### config.mk
export PLATFORM = sky130hd
export DESIGN_NAME = tank_sprite_fetch
export DESIGN_NICKNAME = d
export VERILOG_FILES = /design/src/rtl/tank_gfx_pkg.sv /design/src/rtl/tank_sync_delay.sv /design/src/rtl/tank_sprite_fetch.sv
export SDC_FILE = /design/constraint.sdc
export NUM_CORES = 1
export LEC_CHECK = 0
export BUFFER_PORTS_ARGS = -buffer_cell sky130_fd_sc_hd__buf_2
export CAP_MARGIN = 30
export CORE_MARGIN = 1
export CORE_UTILIZATION = 35
export DETAILED_ROUTE_END_ITERATION = 6
export HOLD_SLACK_MARGIN = 0.06
export SYNTH_ARGS = -nofsm -noshare
export SYNTH_HDL_FRONTEND = slang
export SYNTH_SLANG_ARGS = --single-unit
### constraint.sdc
create_clock -name i_clk -period 3 [get_ports i_clk]
set_input_delay 0.15 -clock i_clk [delete_from_list [all_inputs] [get_ports i_clk]]
set_output_delay 0.15 -clock i_clk [all_outputs]
set_load 0.005 [all_outputs]
### src/rtl/tank_gfx_pkg.sv
// Purpose: shared constants for the tank sprite pipeline: direction encoding and default sprite geometry/colour key.
// Latency: n/a (package).
// Backpressure: n/a (package).
package tank_gfx_pkg;

  typedef logic [1:0] dir_t;

  // ROM index order in four-ROM mode follows this encoding directly.
  localparam dir_t DIR_UP    = 2'd0;
  localparam dir_t DIR_DOWN  = 2'd1;
  localparam dir_t DIR_RIGHT = 2'd2;
  localparam dir_t DIR_LEFT  = 2'd3;

  localparam int          SPRITE_W_DEF    = 64;
  localparam int          SPRITE_H_DEF    = 64;
  localparam int          RGB_W_DEF       = 12;
  localparam logic [11:0] TRANSPARENT_DEF = 12'hF0F;

  // Mirror mode keeps only the UP and RIGHT images; the other two are address flips.
  function automatic int rom_count(input int mirror_mode);
    return (mirror_mode != 0) ? 2 : 4;
  endfunction

endpackage

### src/rtl/tank_sync_delay.sv
// Purpose: fixed-depth shift register used to delay-match timing, coordinates, background and flags.
// Latency: D cycles. Backpressure: none, advances every clock.
// Ports: clk, rst (sync, active-high, clears every stage), i_dat (W bits in), o_dat (W bits out, D cycles later).
module tank_sync_delay #(
  parameter int W = 1,
  parameter int D = 1
) (
  input  logic         clk,
  input  logic         rst,
  input  logic [W-1:0] i_dat,
  output logic [W-1:0] o_dat
);

  logic [W-1:0] r_pipe [D];

  always_ff @(posedge clk) begin
    if (rst) begin
      for (int i = 0; i < D; i++) r_pipe[i] <= '0;
    end else begin
      r_pipe[0] <= i_dat;
      for (int i = 1; i < D; i++) r_pipe[i] <= r_pipe[i-1];
    end
  end

  assign o_dat = r_pipe[D-1];

endmodule

### src/rtl/tank_sprite_fetch.sv
// Purpose: tank sprite overlay: frame-synced position latch, ROM address/select generation, colour-key composite.
// Latency: 2+ROM_LATENCY cycles from any input pixel to its output; all timing outputs match. Backpressure: none.
// Ports: VGA timing/coords + background rgb in, sprite pos/dir with i_pos_valid strobe, shared ROM address out,
//        packed ROM data in (ROM k at [k*RGB_W +: RGB_W]), delayed timing/coords, composited rgb, opaque-hit flag.
module tank_sprite_fetch
  import tank_gfx_pkg::*;
#(
  parameter int                 SPRITE_W    = SPRITE_W_DEF,
  parameter int                 SPRITE_H    = SPRITE_H_DEF,
  parameter int                 RGB_W       = RGB_W_DEF,
  parameter int                 CNT_W       = 11,
  parameter int                 ROM_LATENCY = 1,
  parameter int                 MIRROR_MODE = 0,
  parameter logic [RGB_W-1:0]   TRANSPARENT = TRANSPARENT_DEF,
  localparam int                ADDR_W      = $clog2(SPRITE_W * SPRITE_H),
  localparam int                N_ROM       = rom_count(MIRROR_MODE)
) (
  input  logic                   i_clk,
  input  logic                   i_rst,
  input  logic [CNT_W-1:0]       i_hcount_in,
  input  logic [CNT_W-1:0]       i_vcount_in,
  input  logic                   i_hsync_in,
  input  logic                   i_vsync_in,
  input  logic                   i_hblnk_in,
  input  logic                   i_vblnk_in,
  input  logic [RGB_W-1:0]       i_rgb_in,
  input  logic [CNT_W-1:0]       i_xpos,
  input  logic [CNT_W-1:0]       i_ypos,
  input  logic [1:0]             i_dir,
  input  logic                   i_pos_valid,
  output logic [ADDR_W-1:0]      o_rom_addr,
  input  logic [N_ROM*RGB_W-1:0] i_rom_data,
  output logic [CNT_W-1:0]       o_hcount_out,
  output logic [CNT_W-1:0]       o_vcount_out,
  output logic                   o_hsync_out,
  output logic                   o_vsync_out,
  output logic                   o_hblnk_out,
  output logic                   o_vblnk_out,
  output logic [RGB_W-1:0]       o_rgb_out,
  output logic                   o_sprite_hit
);

  localparam int XW    = $clog2(SPRITE_W);
  localparam int YW    = $clog2(SPRITE_H);
  localparam int SEL_W = (MIRROR_MODE != 0) ? 1 : 2;
  localparam int LAT   = 2 + ROM_LATENCY;
  localparam int TIM_W = 2 * CNT_W + 4;
  localparam logic [CNT_W:0] W_LIM = SPRITE_W[CNT_W:0];
  localparam logic [CNT_W:0] H_LIM = SPRITE_H[CNT_W:0];

  // Frame-sync position latch: pending follows every strobe, active only moves on the vblank rise.
  logic             r_vblnk_prev;
  logic [CNT_W-1:0] r_xpos_pend, r_ypos_pend, r_xpos_act, r_ypos_act;
  dir_t             r_dir_pend, r_dir_act;
  logic             w_vblnk_rise;

  assign w_vblnk_rise = i_vblnk_in & ~r_vblnk_prev;

  always_ff @(posedge i_clk) begin
    if (i_rst) begin
      r_vblnk_prev <= 1'b0;
      r_xpos_pend  <= '0;
      r_ypos_pend  <= '0;
      r_dir_pend   <= DIR_UP;
      r_xpos_act   <= '0;
      r_ypos_act   <= '0;
      r_dir_act    <= DIR_UP;
    end else begin
      r_vblnk_prev <= i_vblnk_in;
      if (i_pos_valid) begin
        r_xpos_pend <= i_xpos;
        r_ypos_pend <= i_ypos;
        r_dir_pend  <= i_dir;
      end
      if (w_vblnk_rise) begin
        // A strobe on the edge cycle bypasses pending so it is not a frame late.
        r_xpos_act <= i_pos_valid ? i_xpos : r_xpos_pend;
        r_ypos_act <= i_pos_valid ? i_ypos : r_ypos_pend;
        r_dir_act  <= i_pos_valid ? i_dir  : r_dir_pend;
      end
    end
  end

  // Stage A: one extra bit so pixels left of / above the sprite show up as negative.
  logic [CNT_W:0]  w_dx, w_dy;
  logic            w_inside;
  logic [XW-1:0]   w_dxp;
  logic [YW-1:0]   w_dyp;
  logic [SEL_W-1:0] w_sel;

  assign w_dx = {1'b0, i_hcount_in} - {1'b0, r_xpos_act};
  assign w_dy = {1'b0, i_vcount_in} - {1'b0, r_ypos_act};
  assign w_inside = ~w_dx[CNT_W] & (w_dx < W_LIM) & ~w_dy[CNT_W] & (w_dy < H_LIM)
                  & ~i_hblnk_in & ~i_vblnk_in;

  // Bitwise inversion of a power-of-two offset is SIZE-1-offset.
  assign w_dxp = (MIRROR_MODE != 0 && r_dir_act == DIR_LEFT) ? ~w_dx[XW-1:0] : w_dx[XW-1:0];
  assign w_dyp = (MIRROR_MODE != 0 && r_dir_act == DIR_DOWN) ? ~w_dy[YW-1:0] : w_dy[YW-1:0];
  // In mirror mode dir[1] splits UP/DOWN (ROM 0) from RIGHT/LEFT (ROM 1).
  assign w_sel = (MIRROR_MODE != 0) ? SEL_W'(r_dir_act[1]) : SEL_W'(r_dir_act);

  logic [ADDR_W-1:0] r_rom_addr;
  logic              r_inside;
  logic [SEL_W-1:0]  r_sel;

  always_ff @(posedge i_clk) begin
    if (i_rst) begin
      r_rom_addr <= '0;
      r_inside   <= 1'b0;
      r_sel      <= '0;
    end else begin
      r_rom_addr <= w_inside ? {w_dyp, w_dxp} : '0;
      r_inside   <= w_inside;
      r_sel      <= w_sel;
    end
  end

  assign o_rom_addr = r_rom_addr;

  // Stage B: flags ride alongside the ROM read; background waits one less than LAT for the output register.
  logic             w_inside_b;
  logic [SEL_W-1:0] w_sel_b;
  logic [RGB_W-1:0] w_rgb_b;
  logic [RGB_W-1:0] w_pix;

  tank_sync_delay #(.W(1 + SEL_W), .D(ROM_LATENCY)) u_flag_dly (
    .clk   (i_clk),
    .rst   (i_rst),
    .i_dat ({r_inside, r_sel}),
    .o_dat ({w_inside_b, w_sel_b})
  );

  tank_sync_delay #(.W(RGB_W), .D(LAT - 1)) u_rgb_dly (
    .clk   (i_clk),
    .rst   (i_rst),
    .i_dat (i_rgb_in),
    .o_dat (w_rgb_b)
  );

  tank_sync_delay #(.W(TIM_W), .D(LAT)) u_tim_dly (
    .clk   (i_clk),
    .rst   (i_rst),
    .i_dat ({i_hcount_in, i_vcount_in, i_hsync_in, i_vsync_in, i_hblnk_in, i_vblnk_in}),
    .o_dat ({o_hcount_out, o_vcount_out, o_hsync_out, o_vsync_out, o_hblnk_out, o_vblnk_out})
  );

  assign w_pix = i_rom_data[int'(w_sel_b) * RGB_W +: RGB_W];

  logic [RGB_W-1:0] r_rgb_out;
  logic             r_sprite_hit;

  always_ff @(posedge i_clk) begin
    if (i_rst) begin
      r_rgb_out    <= '0;
      r_sprite_hit <= 1'b0;
    end else if (w_inside_b && (w_pix != TRANSPARENT)) begin
      r_rgb_out    <= w_pix;
      r_sprite_hit <= 1'b1;
    end else begin
      r_rgb_out    <= w_rgb_b;
      r_sprite_hit <= 1'b0;
    end
  end

  assign o_rgb_out    = r_rgb_out;
  assign o_sprite_hit = r_sprite_hit;

endmodule

==> metrics.log <==
[metrics] Overflow after GRT: 0
[metrics] unrepaired setup endpoints after global routing: false
[metrics] Most used DFF post-synth: dfxtp_1
[metrics] area of all sequential standard cells: 0.00362 sq mm
[metrics] Root Driver: clkbuf_16
[metrics] first drt pass iteration count: 4
[metrics] top cell type's share of synthesized area: 0.522
[metrics] met2 global-route usage: 0.230
[metrics] post-route clock period utilization: 0.936
[metrics] final critical-path required period: 2.81 ns
[metrics] total I/O pin count: 164
[metrics] type of the setup path with the least slack: input pin to flop
[metrics] maximum level of the CTS H-tree: 4
[metrics] dominant cell type by area after synthesis: dfxtp_1
[metrics] placement-stage worst setup slack: 0.213 ns
[metrics] register-to-register setup slack: 0.35 ns
[metrics] reported leakage power: 0.00397 uW
[metrics] GR met3 Demand/Resource: 0.0443
[metrics] area of the die: 0.0204 sq mm
[metrics] terminating pin of the worst hold path: o_rgb_out[1]$_SDFF_PP0_
[metrics] total detailed-routing wirelength: 14000 um
[metrics] yosys synthesis warning count: 0
[metrics] share of async-settable or async-resettable flops after synthesis: 0
[metrics] post-synth net total: 789
[metrics] number of global-route vias before repair: 4599
[metrics] buffer depth of the longest clock path: 2
[metrics] Avg Inst Size Synth: 10.6 sq um
[metrics] areal power density over the cells: 596 mW/mm^2
[metrics] Total Neg Setup Slack: 0 ns
[metrics] final number of max-transition violations: 0
[metrics] Max-slew headroom: 0.436
[metrics] maximum vdd ir drop: 0.391 mV
[metrics] Worst-Margin Slew: 0.846 ns
[metrics] violation count after the first detailed-route iteration: 146
[metrics] Data arrival, critical path: 3.14 ns
[metrics] number of standard cells after synthesis: 652
[metrics] fraction of final layout cells sized beyond drive strength 1: 0.275
[metrics] routed via count divided by cell count: 4.31
[metrics] Multi-input gate area: 0.00293 sq mm
[metrics] DPL Wire Length: 9850 um
[metrics] GRT Total Usage: 0.144
[metrics] routability congestion estimate: 0.831
[metrics] Hold Path Depth: 4
[metrics] final number of hold-violating endpoints: 0
[metrics] number of fill cells: 1820
[metrics] wire length of the first global-routing pass: 22400 um
[metrics] CTS clock-pin slew for the worst setup and hold paths: 0.07 ns
[metrics] run status: finished clean
[metrics] Area growth, synth to finish: 31.2%
[metrics] largest cells by area after synthesis: dfxtp_1 52%, nor2b_1 9.6%, mux2i_1 4.9%
[metrics] critical path startpoint category: input pin
[metrics] Die X-Extent: 143 um
[metrics] total setup violations reported at the end of the flow: 0
[metrics] GRT met1 Usage: 0.183
[metrics] latest clock arrival within the worst-skew pair: 0.42 ns
[metrics] fmax: 356 MHz
[metrics] Num CTS Buffers: 17
[metrics] Clock Skew: 0.00804 ns
[metrics] post-synthesis sequential area ratio: 0.522
[metrics] overall die height: 143 um
[metrics] Sink Count: 181
[metrics] most used routing layer in global routing: met2
[metrics] launch instance of the worst register-to-register path: r_xpos_act[0]$_SDFFE_PP0P_
[metrics] register bit count reported by yosys: 181
[metrics] end of the worst register-to-register path: o_rom_addr[10]$_SDFF_PP0_
[metrics] PortBufs: 163
[metrics] starting density of the core: 0.357
[metrics] top cells by count, synth: 181 x dfxtp_1, 107 x nor2b_1, 74 x nor2_1
[metrics] total core area: 0.0195 sq mm
[metrics] critical path required time: 3.34 ns
[metrics] Hold Startpoint: i_rom_data[25]
[metrics] EDFF count, synth: 0
[metrics] min-delay worst type: input pin to flop
[metrics] clock tree from TritonCTS: done
[metrics] remaining routing DRC violations: 0
[metrics] worst setup slack after layout: 0.193 ns
[metrics] remaining antenna violation count: 0
[metrics] number of max-cap violations: 0
[metrics] average wire per cell in the routed design: 12.4 um
[metrics] total via count after detailed routing: 4867
[metrics] maximum fanout count along the critical path: 13
[metrics] Layout Nets: 987
[metrics] number of antenna violations at the first check in global routing: 1
[metrics] Unique masters post-synth: 50
[metrics] cell area after technology mapping: 0.00694 sq mm
[metrics] standard-cell rows: 51
[metrics] cell count of the worst reg-to-reg path: 11
[metrics] top-count cell post-synth: dfxtp_1
[metrics] pin count of the biggest net entering global routing: 87
[metrics] sort of element at the end of the critical path: flop
-- power by group --
group          internal (uW)  switching (uW)  total [uW]  leakage [uW]
combinational            338             360         698       0.00220
clock                   1240             946        2180      0.000283
sequential              2510            31.8        2540       0.00149
total                   4080            1340        5420       0.00397
-- cells in the final DEF (no fill, tap or decap), types with 4 or more instances in the layout --
master and count:
a211oi_1 27, a21oi_1 10, buf_2 162, buf_4 8, clkbuf_16 17, dfxtp_1 181
dlygate4sd3_1 62, ha_1 22, inv_1 28, inv_6 4, mux2i_1 34, mux4_2 12
nand2_1 13, nand2b_1 5, nor2_1 74, nor2b_1 106, nor3_1 4, nor4_2 10
o21ai_0 7, xnor2_1 4, xor2_1 6
-- layout make-up --
cell class | count | share of cell area
Tap cell | 265 | 0.0364
Timing Repair Buffer | 234 | 0.168
Inverter | 29 | 0.0120
Clock inverter | 13 | 0.0161
Clock buffer | 18 | 0.0471
Sequential cell | 181 | 0.398
Multi-Input combinational cell | 387 | 0.322
Antenna cell | 1 | 0.000275
-- critical path, stage by stage --
cell           delay, ns
dlygate4sd3_1       0.54
buf_2               0.13
inv_1               0.07
ha_1                0.16
inv_1               0.05
fa_2                0.35
a21o_1              0.21
a31oi_2             0.22
o21bai_1            0.11
or2_1               0.25
a2111oi_4           0.35
nand4_2             0.12
buf_6               0.18
nor4_2              0.24
-- per-stage QoR --
stage	area (sq um)	util	hold slack [ns]	total power, uW	std cells
final	9100	0.468	0.205	5420	1128
after global routing	9100	0.468	0.225	5690	1128
after CTS	9070	0.466	0.193	5490	1127
after detailed placement	7870	0.405	0.363	3230	1034
after global placement	7850	0.403	0.358	3220	1033
after floorplan	6940	-	0.278	3030	652
-- sequential cells by signal, indices dropped and copies added, names as in the netlist, 11 cells and up --
name,count
o_rgb_out,12
r_ypos_act,11
r_xpos_pend,11
u_rgb_dly.r_pipe,24
o_rom_addr,12
r_xpos_act,11
u_tim_dly.r_pipe,78
r_ypos_pend,11
-- how the worst max path moves through the flow --
stage / end / cells past startpoint / slack (ns) / from
after floorplan: o_rom_addr[10]$_SDFF_PP0_ / 11 / 0.43 / r_xpos_act[0]$_SDFFE_PP0P_
after global placement: o_rom_addr[1]$_SDFF_PP0_ / 13 / 0.27 / i_hcount_in[0]
after detailed placement: o_rom_addr[1]$_SDFF_PP0_ / 13 / 0.21 / i_hcount_in[0]
after CTS: o_rom_addr[1]$_SDFF_PP0_ / 14 / 0.1 / i_hcount_in[0]
after global routing: o_rom_addr[4]$_SDFF_PP0_ / 14 / 0.04 / i_hcount_in[0]
final: o_rom_addr[10]$_SDFF_PP0_ / 14 / 0.19 / i_hcount_in[0]
-- cells by family (layout without fill, tap and decap cells) --
| logic type | after synthesis | in the layout | share of synthesized area |
|---|---|---|---|
| AO/OA/AOI/OAI | 72 | 72 | 0.0781 |
| XOR/XNOR | 11 | 11 | 0.0139 |
| adder cells (fa/ha/maj) | 24 | 24 | 0.0454 |
| buffers and inverters | 84 | 294 | 0.0606 |
| flip-flops | 181 | 181 | 0.522 |
| multiplexers | 48 | 48 | 0.0912 |
| other | 0 | 1 | 0 |
| AND/OR/NAND/NOR | 232 | 232 | 0.189 |
-- layer usage --
layer,vias to the layer above,part of all wire
met5,-,0
met4,0,0.011
met3,11,0.049
met2,138,0.46
met1,2146,0.48
li1,2572,-
-- timing repair --
action / in CTS / in global routing
gates resized for setup: 0 / 6
hold buffers: 62 / 0
endpoints found under the hold margin: 62 / 0
endpoints found under the setup margin: 0 / 12
setup buffers: 0 / 0
Note: power is estimated with default switching activity, not from simulation.
